## config.mk

```make
export PLATFORM = sky130hd
export DESIGN_NAME = bomb_game_fsm
export DESIGN_NICKNAME = d
export VERILOG_FILES = /design/src/rtl/bomb_game_fsm.sv
export SDC_FILE = /design/constraint.sdc
export NUM_CORES = 1
export LEC_CHECK = 0
export ABC_CLOCK_PERIOD_IN_PS = 2600
export CAP_MARGIN = 10
export CORE_MARGIN = 10
export CORE_UTILIZATION = 51
export DETAILED_ROUTE_END_ITERATION = 12
export PLACE_DENSITY = 0.74
export SYNTH_ARGS = -nofsm -noshare
export SYNTH_HDL_FRONTEND = slang
export SYNTH_SLANG_ARGS = --single-unit
```

## constraint.sdc

```tcl
create_clock -name vclock -period 2.6 [get_ports vclock]
set_clock_uncertainty 0.1 [all_clocks]
set_input_delay 0.26 -clock vclock [delete_from_list [all_inputs] [get_ports vclock]]
set_output_delay 0.26 -clock vclock [all_outputs]
set_load 0.005 [all_outputs]
```

## src/rtl/bomb_game_fsm.sv

```systemverilog
// bomb_game_fsm
// -------------
// Top-level game controller for the bomb puzzle. It holds the bomb logic in
// reset while idle, issues a one-cycle begin_setup pulse to arm it, then runs
// the countdown timer (binary seconds plus BCD m:ss digits) and the strike
// counter until the round is won or the bomb explodes.
//
// Parameters
//   CLK_HZ        vclock cycles per countdown second
//   GAME_SECONDS  round length in seconds (1..599)
//   MAX_STRIKES   strike total that detonates (1..15)
//
// Ports
//   vclock        pixel clock
//   reset_n       asynchronous active-low reset
//   start         single-cycle start / acknowledge pulse
//   strike[3:0]   per-module strike pulses, all set bits count
//   game_won      level from bomb logic, all modules defused
//   begin_setup   one-cycle pulse arming the bomb logic
//   logic_reset   synchronous reset to the bomb logic, high while idle
//   state         0 IDLE, 1 SETUP, 2 ARMED, 3 WON, 4 EXPLODED
//   time_left     seconds remaining, binary
//   min_digit, sec_tens, sec_ones   BCD m:ss of time_left
//   strike_count  strikes so far, saturating at MAX_STRIKES
//   second_tick   one-cycle pulse on each countdown decrement
//   won, exploded high while in WON / EXPLODED
// All outputs come straight from flops.

module bomb_game_fsm #(
  parameter int CLK_HZ       = 65000000,
  parameter int GAME_SECONDS = 300,
  parameter int MAX_STRIKES  = 3
) (
  input  logic       vclock,
  input  logic       reset_n,
  input  logic       start,
  input  logic [3:0] strike,
  input  logic       game_won,
  output logic       begin_setup,
  output logic       logic_reset,
  output logic [2:0] state,
  output logic [9:0] time_left,
  output logic [3:0] min_digit,
  output logic [3:0] sec_tens,
  output logic [3:0] sec_ones,
  output logic [3:0] strike_count,
  output logic       second_tick,
  output logic       won,
  output logic       exploded
);

  // A one-cycle-per-second design still needs a 1-bit prescaler.
  localparam int PW = (CLK_HZ > 1) ? $clog2(CLK_HZ) : 1;

  localparam logic [PW-1:0] PRESC_LAST  = PW'(CLK_HZ - 1);
  localparam logic [9:0]    TIME_INIT   = 10'(GAME_SECONDS);
  localparam logic [3:0]    MIN_INIT    = 4'(GAME_SECONDS / 60);
  localparam logic [3:0]    TENS_INIT   = 4'((GAME_SECONDS % 60) / 10);
  localparam logic [3:0]    ONES_INIT   = 4'(GAME_SECONDS % 10);
  localparam logic [4:0]    STRIKE_MAX  = 5'(MAX_STRIKES);
  localparam logic [3:0]    STRIKE_SAT  = 4'(MAX_STRIKES);

  typedef enum logic [2:0] {
    ST_IDLE     = 3'd0,
    ST_SETUP    = 3'd1,
    ST_ARMED    = 3'd2,
    ST_WON      = 3'd3,
    ST_EXPLODED = 3'd4
  } state_t;

  state_t          state_q, state_d;
  logic [PW-1:0]   presc_q, presc_d;
  logic [9:0]      time_q, time_d;
  logic [3:0]      min_q, min_d;
  logic [3:0]      tens_q, tens_d;
  logic [3:0]      ones_q, ones_d;
  logic [3:0]      strikes_q, strikes_d;
  logic            tick_q, tick_d;
  logic            begin_setup_q, begin_setup_d;
  logic            logic_reset_q, logic_reset_d;
  logic            won_q, won_d;
  logic            exploded_q, exploded_d;
  logic [4:0]      strike_total;

  // Next-state and datapath logic. The 5-bit strike total leaves headroom so
  // several simultaneous strikes on top of MAX_STRIKES-1 cannot wrap before
  // the saturation compare.
  always_comb begin
    state_d   = state_q;
    presc_d   = presc_q;
    time_d    = time_q;
    min_d     = min_q;
    tens_d    = tens_q;
    ones_d    = ones_q;
    strikes_d = strikes_q;
    tick_d    = 1'b0;

    strike_total = {1'b0, strikes_q} + 5'(strike[0]) + 5'(strike[1])
                 + 5'(strike[2]) + 5'(strike[3]);

    case (state_q)
      ST_IDLE: begin
        if (start) state_d = ST_SETUP;
      end
      ST_SETUP: begin
        state_d = ST_ARMED;
      end
      ST_ARMED: begin
        if (game_won) begin
          // Win beats everything: no strike, tick or timer update this cycle.
          state_d = ST_WON;
        end else if (strike_total >= STRIKE_MAX) begin
          // Strike is recorded (saturated) but the timer is frozen.
          strikes_d = STRIKE_SAT;
          state_d   = ST_EXPLODED;
        end else begin
          strikes_d = strike_total[3:0];
          if (presc_q == PRESC_LAST) begin
            presc_d = '0;
            if (time_q != 10'd0) begin
              tick_d = 1'b1;
              time_d = time_q - 10'd1;
              // BCD digits borrow in lockstep with the binary count.
              if (ones_q != 4'd0) begin
                ones_d = ones_q - 4'd1;
              end else begin
                ones_d = 4'd9;
                if (tens_q != 4'd0) begin
                  tens_d = tens_q - 4'd1;
                end else begin
                  tens_d = 4'd5;
                  min_d  = min_q - 4'd1;
                end
              end
              if (time_q == 10'd1) state_d = ST_EXPLODED;
            end
          end else begin
            presc_d = presc_q + PW'(1);
          end
        end
      end
      ST_WON, ST_EXPLODED: begin
        if (start) state_d = ST_IDLE;
      end
      default: begin
        state_d = ST_IDLE;
      end
    endcase

    // Entering or staying in IDLE reloads the round so the display shows the
    // fresh time as soon as the controller is back in IDLE.
    if (state_d == ST_IDLE) begin
      presc_d   = '0;
      time_d    = TIME_INIT;
      min_d     = MIN_INIT;
      tens_d    = TENS_INIT;
      ones_d    = ONES_INIT;
      strikes_d = '0;
    end

    // Status outputs are decoded from the next state so they are registered
    // and line up with the state they describe.
    begin_setup_d = (state_d == ST_SETUP);
    logic_reset_d = (state_d == ST_IDLE);
    won_d         = (state_d == ST_WON);
    exploded_d    = (state_d == ST_EXPLODED);
  end

  // State and datapath registers with asynchronous reset to the idle round.
  always_ff @(posedge vclock or negedge reset_n) begin
    if (!reset_n) begin
      state_q       <= ST_IDLE;
      presc_q       <= '0;
      time_q        <= TIME_INIT;
      min_q         <= MIN_INIT;
      tens_q        <= TENS_INIT;
      ones_q        <= ONES_INIT;
      strikes_q     <= '0;
      tick_q        <= 1'b0;
      begin_setup_q <= 1'b0;
      logic_reset_q <= 1'b1;
      won_q         <= 1'b0;
      exploded_q    <= 1'b0;
    end else begin
      state_q       <= state_d;
      presc_q       <= presc_d;
      time_q        <= time_d;
      min_q         <= min_d;
      tens_q        <= tens_d;
      ones_q        <= ones_d;
      strikes_q     <= strikes_d;
      tick_q        <= tick_d;
      begin_setup_q <= begin_setup_d;
      logic_reset_q <= logic_reset_d;
      won_q         <= won_d;
      exploded_q    <= exploded_d;
    end
  end

  assign state        = state_q;
  assign time_left    = time_q;
  assign min_digit    = min_q;
  assign sec_tens     = tens_q;
  assign sec_ones     = ones_q;
  assign strike_count = strikes_q;
  assign second_tick  = tick_q;
  assign begin_setup  = begin_setup_q;
  assign logic_reset  = logic_reset_q;
  assign won          = won_q;
  assign exploded     = exploded_q;

endmodule

```

-- After elaboration in Yosys (flattened, before gate mapping)
Index checks and enable logic that the tools add are counted.
- register bits after elaboration: 60
- bits of input ports: 8
- output and inout bits: 34
- logic and storage cells: 100
- add/subtract/negate cells: 9
- order comparisons: 1
- equal/unequal tests: 13
- muxes and demuxes: 51
- reduce and logical (&&, ||, !) cells: 14
- operators with widths (cell ; number):
    2-to-1 mux 26 bit ; 5
    2-to-1 mux 4 bit ; 27
    2-to-1 mux 10 bit ; 6
    adder 26 x 1 -> 26 bit, second input constant ; 1
    == test 26 bit, second input constant ; 1
    2-to-1 mux 3 bit ; 7
    adder 5 x 1 -> 5 bit ; 3
    case mux 3 bit (4 select lines) ; 1
    subtractor 4 x 1 -> 4 bit, second input constant ; 3
    == test 10 x 1 -> 1 bit, second input constant ; 1
    nonzero test 10 bit ; 1
    subtractor 10 x 1 -> 10 bit, second input constant ; 1
    == test 3 x 2 -> 1 bit, second input constant ; 3
    nonzero test 4 bit ; 2
    AND reduction 7 bit ; 1
    == test 3 x 1 -> 1 bit, second input constant ; 2
    == test 3 bit, second input constant ; 2
    logical NOT 3 bit ; 2
    != test 2 bit, second input constant ; 3
    AND reduction 6 bit ; 1
    nonzero test 2 bit ; 3
    adder 4 x 1 -> 5 bit ; 1
    >= comparator 5 x 2 -> 1 bit, second input constant ; 1
    2-to-1 mux 1 bit ; 5
    5 further kinds ; 5

-- Depth between registers and ports, before layout
Gate-level depths: netlist (run 1).
- depth in word-level cells: 11
- gate-level depth with buffers: 12
- depth with buffers taken out: 10

-- Worst setup path after synthesis (run 1)
No wires, ideal clock.
- kind: input -> register
- start: in strike[0]
- end: reg min_q[3] (netlist: min_digit[3])
- library setup time: 78 ps
- data arrival time: 3030 ps
- data required time: 2422 ps
- slack: -608 ps
- stages on the path: 11
- buffers on the path: 1
- cells stage by stage: fa_1 > inv_1 > fa_1 > inv_1 > fa_1 > nor2b_1 > nor3_4 > nand4_2 > buf_6 > or4_1 > a21oi_1
- word-level cells in the longest chain between the ends: 11
- elaborated cells between the ends (all ways): 18
- those cells by class: 4 x add/sub; 1 x order compare; 4 x eq/ne; 4 x mux; 5 x reduce/logical
- ends and longest elaborated chain (item ; RTL line ; text):
    from (decl) ; 37 ; input logic [3:0] strike,
    adder 4 x 1 -> 5 bit (*) ; 98 ; strike_total = {1'b0, strikes_q} + 5'(strike[0]) + 5'(strike[1])
    adder 5 x 1 -> 5 bit (*) ; 98 ;
    adder 5 x 1 -> 5 bit (*) (2 in series) ; 99 ; + 5'(strike[2]) + 5'(strike[3]);
    >= comparator 5 x 2 -> 1 bit (*) ; 112 ; end else if (strike_total >= STRIKE_MAX) begin
    2-to-1 mux 3 bit ; 112 ;
    2-to-1 mux 3 bit ; 109 ; if (game_won) begin
    case mux 3 bit (4 select lines) ; 101 ; case (state_q)
    logical NOT 3 bit ; 152 ; if (state_d == ST_IDLE) begin
    != test 2 bit (no line), or another cell as far along ; n/a ;
    AND reduction 7 bit (no line) ; n/a ;
    to (signal assigned) ; 188 ; min_q <= min_d;
    to (decl) ; 74 ; logic [3:0] min_q, min_d;
Every way passes the cells marked *; elsewhere a longest branch is shown, timed or not.
A chain may end at the register's enable or synchronous reset.

-- Final worst setup path (run 1)
- start: in strike[1]
- end: reg presc_q[1]
- word-level cells in the longest chain between the ends: 10
- elaborated cells between the ends (all ways): 13
- those cells by class: 3 x add/sub; 1 x order compare; 2 x eq/ne; 4 x mux; 3 x reduce/logical
- ends and longest elaborated chain (item ; RTL line ; text):
    adder 5 x 1 -> 5 bit (*) ; 98 ;
    adder 5 x 1 -> 5 bit (*) (2 in series) ; 99 ;
    >= comparator 5 x 2 -> 1 bit (*) ; 112 ;
    2-to-1 mux 3 bit ; 112 ;
    2-to-1 mux 3 bit ; 109 ;
    case mux 3 bit (4 select lines) ; 101 ;
    logical NOT 3 bit ; 152 ;
    != test 2 bit (no line), or another cell as far along ; n/a ;
    AND reduction 3 bit (no line) ; n/a ;
    to (signal assigned) ; 186 ; presc_q <= presc_d;
    to (decl) ; 72 ; logic [PW-1:0] presc_q, presc_d;
Marks and branches as above.

==> reports/metrics.cfg, run 1 <==
[place]
dp_hpwl_mm=6.83
postPlaceCellArea_sq_um=4370
gp_congestion=0.945
port_buffers=41

[sta]
fin_ws_ps=-390
fmax_ghz=0.334
timing_hold_violations_final=0
post-route-min-period_ps=2990
worst-slew-pin-transition_ps=630
grt_setup_unrepaired=yes
setup_viol=49
max_slew_margin=0.580
period_share=1.15
final-max-slew-violation-count=0

[die]
core_sq_um=6760
start_util=0.522
core.rowCount=30
dieHeight_um=103
dieWidth_um=103
dieArea_sq_um=10600
io-pin-count=42

[worst_setup_path]
cp-end-kind=register
worstPathRequired_ps=2780
path_max_fanout=7
crit_arrival_ps=3170
path_class=input port to register
crit_path_start_kind=input port

[grt]
grt_pass1_vias=3399
antenna_found_initial=0
grt_max_degree=35
grt_pass1_wl_mm=16.3
overflow=0
grt_usage=0.191

[finish]
fin_util=0.719
synthToLayoutAreaGrowth_pct=37.6
fillers=484
layout.nets=490
diodes=0
drive_above_1_share=0.269
stdcell_area_sq_um=4860

[synthesis]
synth_edf_count=0
async_reset_ff_frac=1.00
synth_cell_types=55
syn-instance-count=383
synth_flop_cell=dfrtp_1
synth_top_area_share=0.376
syn-num-nets=402
synth_largest_area_cell=dfrtp_1
syn_avg_cell_area_sq_um=9.22
synthTopCellsByArea=dfrtp_1 (38%), or4_1 (5.5%), a21oi_1 (5.4%), dfstp_2 (5.2%), and4_1 (3.5%)
ys_seq_area_frac=0.428
syn-cell-area_sq_um=3530
ys_seq_elements=60
yosysWarnings=0

[route]
routedWlPerCell_um=18.1
drt-initial-drc-count=214
viasPerCell=6.38
firstDrtPassIters=5
ant_nets=0
num_vias=3545
drc=0
routed_wirelength_mm=10.0

[clock_network]
clk_latency_ps=350
clock-sinks=60
cts_tree=done
root_buffer=clkbuf_8
cts_buffer_depth=2
cts.clk_slew.worst_paths_ps=80
numCtsBuffers=9
cts_htree_levels=3

[pwr]
p_total_w=0.00301
peakVddDrop_uv=411
cellPowerDensity_nw_per_um2=620
power.leakage_nw=1.96

[status]
status=finished with violations
violations=negative setup slack

[worst_hold_path]
hold_path.class=input port to async pin

[flow_run]
drv_cap=0

## logic make-up (layout without fill, tap and decap cells)
group           Yosys count  after routing  synth area share
simple gates            156            156             0.274
compound gates          108            108             0.191
flops                    60             60             0.428
buf+inv                  44            137            0.0518
fa+ha+maj                11             11            0.0454
xor+xnor                  3              3           0.00745
mux                       1              1           0.00284
## power by group
group | internal, W | leakage (nW) | switching, W | total (W)
Combinational | 0.000547 | 1.06 | 0.000661 | 0.00121
Clock | 0.000369 | 0.0920 | 0.000398 | 0.000767
Sequential | 0.000999 | 0.807 | 0.0000382 | 0.00104
Total | 0.00191 | 1.96 | 0.00110 | 0.00301
## sequential cells by signal, indices dropped and copies added, names as in the netlist
register and cells:
time_left 10, second_tick 1, exploded 1, begin_setup 1, presc_q 26, state 3
min_digit 4, logic_reset 1, sec_ones 4, sec_tens 4, strike_count 4, won 1
## cell usage after synthesis (3+ instances only)
cell type,count
a211oi_1,5
a21oi_1,38
a31oi_1,8
and2_1,4
and3_1,5
and4_1,14
clkbuf_1,18
dfrtp_1,53
dfstp_2,7
fa_1,3
ha_1,8
inv_1,21
nand2_1,26
nand3_1,9
nand4_1,12
nand4b_1,3
nor2_1,18
nor3_1,8
nor4_1,11
o21ai_0,24
o31ai_1,15
or3_1,6
or4_1,26
## per-stage QoR
stage	hold WS, ps	setup WS [ps]	TNS, ps	instances
6_report	362	-390	-13590	556
5_1_grt	417	-463	-18490	556
4_1_cts	381	-446	-17270	554
3_5_place_dp	217	-1030	-47080	526
3_3_place_gp	211	-987	-45040	526
2_1_floorplan	-136	-462	-13640	383
## area by class of cell
cell class / instances / area, sq um / area share
well taps: 80 / 100 / 0.0206
repair buffers: 100 / 936 / 0.193
inverters: 21 / 78.8 / 0.0162
multi-input cells: 279 / 2060 / 0.423
clock inverters: 6 / 40.0 / 0.00824
flip-flops and latches: 60 / 1510 / 0.311
clock buffers: 10 / 138 / 0.0283
## layout by cell type, fill, tap and decap left out, types with 4 or more instances in the layout
cell / Yosys / layout
and2_1: 4 / 4
o21ai_0: 24 / 15
o31ai_4: 1 / 5
or4_1: 26 / 24
a21oi_1: 38 / 32
nor3_1: 8 / 8
nand4_1: 12 / 12
o31ai_1: 15 / 11
a21oi_2: 0 / 6
buf_4: 0 / 40
clkdlybuf4s50_1: 0 / 37
nand3_1: 9 / 7
dfstp_2: 7 / 7
o21ai_1: 1 / 9
and4_1: 14 / 13
dfrtp_1: 53 / 53
nand2_1: 26 / 24
a31oi_1: 8 / 7
buf_6: 2 / 16
and3_1: 5 / 4
or3_1: 6 / 5
nor4_1: 11 / 7
a211oi_1: 5 / 4
nor2_1: 18 / 15
inv_1: 21 / 19
ha_1: 8 / 8
clkbuf_8: 0 / 10
## critical path: stages
cell,delay [ps]
buf_6,90
fa_1,540
inv_2,40
fa_2,340
inv_2,60
fa_1,440
nor2b_4,160
buf_4,130
or3_4,360
nor2_4,280
buf_4,170
buf_6,90
nand3_2,60
a21oi_1,140
## path summary, 6_finish.rpt
check                                      from              end  slack (ps)  depth (start not counted)
worst max-delay path                  strike[1]       presc_q[1]        -390                         14
worst min-delay path                    reset_n  strike_count[0]         360                          2
worst max register to register  strike_count[0]       presc_q[1]        -250                         12
worst min register to register  strike_count[2]  strike_count[2]         460                          1
max in group asynchronous               reset_n      sec_ones[1]        1420                          3
min in group vclock             strike_count[2]  strike_count[2]         460                          1
## repair_timing
item                                   4_1_cts  5_1_grt
endpoints found under the hold margin       19        0
setup buffers                               11        3
hold buffers                                 1        0
setup endpoints to repair                   54       53
pin swaps                                   27       14
gates resized for setup                     38       22
## layer usage
metal	track usage	routed length, um	up-vias
met2	0.314	4920	127
met3	0.0399	607	16
met1	0.244	4370	1746
li1	-	-	1656
met5	0	0	-
met4	0.0663	140	0
No activity file was read; power rests on OpenSTA's default activity.
==> run 2, diff against run 1 <==
ABC_CLOCK_PERIOD_IN_PS = 3300   (was 2600)
CORE_UTILIZATION = 56   (was 51)
PLACE_DENSITY = 0.77   (was 0.74)
clock period = 3.3 ns   (was 2.6 ns; I/O delays follow)
==> run 2 against run 1 <==
Against the previous run: sequential share of layout area rose by 2.0 points; largest power group is now registers; combinational power fell by 32%; via count fell by 3.4%; the flow now finishes without violations; highest routed layer unchanged; setup slack improved by 480 ps.
==> reports/metrics.cfg, run 2 (synthesized netlist as in run 1, its figures left out) <==
[pwr]
cellPowerDensity_nw_per_um2=496  ; -20%
peakVddDrop_uv=620  ; +51%
power.leakage_nw=1.84  ; -5.9%

[worst_setup_path]
worstPathRequired_ps=3460  ; +680 ps
cp-end-kind=register
crit_arrival_ps=3370  ; +200 ps
crit_path_start_kind=input port
path_class=input port to register
path_max_fanout=16  ; +9

[finish]
final_cell_mix=dfrtp_1 (53), clkdlybuf4s50_1 (37), a21oi_1 (36)
largest_register=presc_q
stdcell_area_sq_um=4560  ; -6.1%
synthToLayoutAreaGrowth_pct=29.2
final_common_cell=dfrtp_1
diodes=0  ; unchanged
layout.nets=470  ; -4.1%
fillers=435  ; -10%
largest_reg_flops=26  ; unchanged
drive_above_1_share=0.191  ; -0.0781

[place]
port_buffers=41  ; unchanged
gp_congestion=0.901  ; -4.7%
postPlaceCellArea_sq_um=4160  ; -4.8%
dp_hpwl_mm=6.23  ; -8.8%

[clock_network]
cts_buffer_depth=2  ; unchanged
clock-sinks=60  ; unchanged
root_buffer=clkbuf_8
cts.clk_slew.worst_paths_ps=70  ; about the same
clk_latency_ps=340  ; about the same
cts_tree=done
numCtsBuffers=9  ; unchanged
cts_htree_levels=3  ; unchanged

[route]
firstDrtPassIters=5  ; unchanged
drt-initial-drc-count=278  ; +30%
viasPerCell=6.45  ; +1.1%
drc=0  ; unchanged
num_vias=3424  ; -3.4%
routed_wirelength_mm=9.44  ; -6.0%
routedWlPerCell_um=17.8  ; -1.6%
ant_nets=0  ; unchanged

[sta]
setup_tns_ps=0  ; +13590 ps
worst_hold_slack_ps=323  ; -38.4 ps
fmax_ghz=0.312
post-route-min-period_ps=3210
setup_viol=0  ; -100%
period_share=0.972
final-max-slew-violation-count=0  ; unchanged
worst-slew-pin-transition_ps=583  ; -47.9 ps
timing_hold_violations_final=0  ; unchanged
max_slew_margin=0.610  ; +0.0302

[die]
core.rowCount=28  ; -6.7%
dieWidth_um=99.4  ; -3.7%
dieArea_sq_um=9880  ; -7.2%
dieHeight_um=99.4  ; -3.7%
start_util=0.586  ; +0.0633
io-pin-count=42  ; unchanged
core_sq_um=6030  ; -11%

[grt]
grt_pass1_vias=3197  ; -5.9%
antenna_found_initial=0  ; unchanged
overflow=0  ; unchanged
grt_usage=0.189  ; -0.00203
grt_pass1_wl_mm=15.7  ; -3.9%
grt_max_degree=45  ; +29%

[status]
status=finished clean

[flow_run]
drv_cap=0  ; unchanged

[worst_hold_path]
hold_path.class=input port to async pin

[run 2: cell types whose count changed in the layout (fill, tap and decap cells not counted), sizes merged]
cell           change
bufbuf             +1
clkinv             -3
buf               -25
clkdlybuf4s15      +1
clkinvlp           -1
clkbuf             +7
[run 2: metrics by stage]
stage,utilization,instances,worst slack (ps),total power (W)
floorplan,-,383,22.5,0.00124
global placement,0.690,503,-576,0.00159
detailed placement,0.690,503,-621,0.00160
CTS,0.749,530,0.0278,0.00225
global route,0.757,531,-13.2,0.00238
finish,0.757,531,92.0,0.00226
[run 2: layout make-up]
type / count / area, sq um / share of cell area
clock inverters: 2 / 10.0 / 0.00219
inverters: 21 / 78.8 / 0.0173
multi-input cells: 279 / 1940 / 0.426
flip-flops and latches: 60 / 1510 / 0.331
repair buffers: 80 / 762 / 0.167
clock buffers: 14 / 163 / 0.0357
well taps: 75 / 93.8 / 0.0206
[run 2: worst paths after layout]
path	start	to	slack, ps	cells past startpoint
worst min register to register	time_left[6]	time_left[6]	460	1
min in group vclock	time_left[6]	time_left[6]	460	1
worst min-delay path	reset_n	strike_count[0]	320	2
max in group asynchronous	reset_n	sec_ones[3]	1880	3
worst max register to register	strike_count[0]	presc_q[17]	350	10
worst max-delay path	strike[3]	presc_q[17]	90	12
[run 2: per-layer routing]
metal | share of wire | up-vias | track usage | wire [um]
met5 | 0 | - | 0 | 0
met3 | 0.065 | 18 | 0.0471 | 610
met2 | 0.48 | 110 | 0.295 | 4490
met4 | 0.017 | 0 | 0.0673 | 165
li1 | - | 1605 | - | -
met1 | 0.44 | 1691 | 0.248 | 4170
[run 2: power by group]
group	internal, W	switching [W]	leakage, nW
sequential	0.000787	0.0000519	0.807
combinational	0.000376	0.000448	0.946
clock	0.000312	0.000289	0.0905
[run 2: repair_timing]
item                                    in CTS  in global routing
pin swaps                                   18                 13
hold buffers                                 1                  0
endpoints found under the setup margin      45                 42
cloned                                       2                  0
setup buffers                                8                  1
resized for setup                           18                 17
hold endpoints to repair                    12                  0
[run 2: worst max-delay path: stages]
cell and delay, ps:
clkdlybuf4s15_1 180, fa_1 490, inv_2 40, fa_2 340, inv_2 60, fa_1 440, nor2b_4 160, nor3_4 300
a21oi_1 140, buf_4 200, or4_1 510, a21oi_1 170
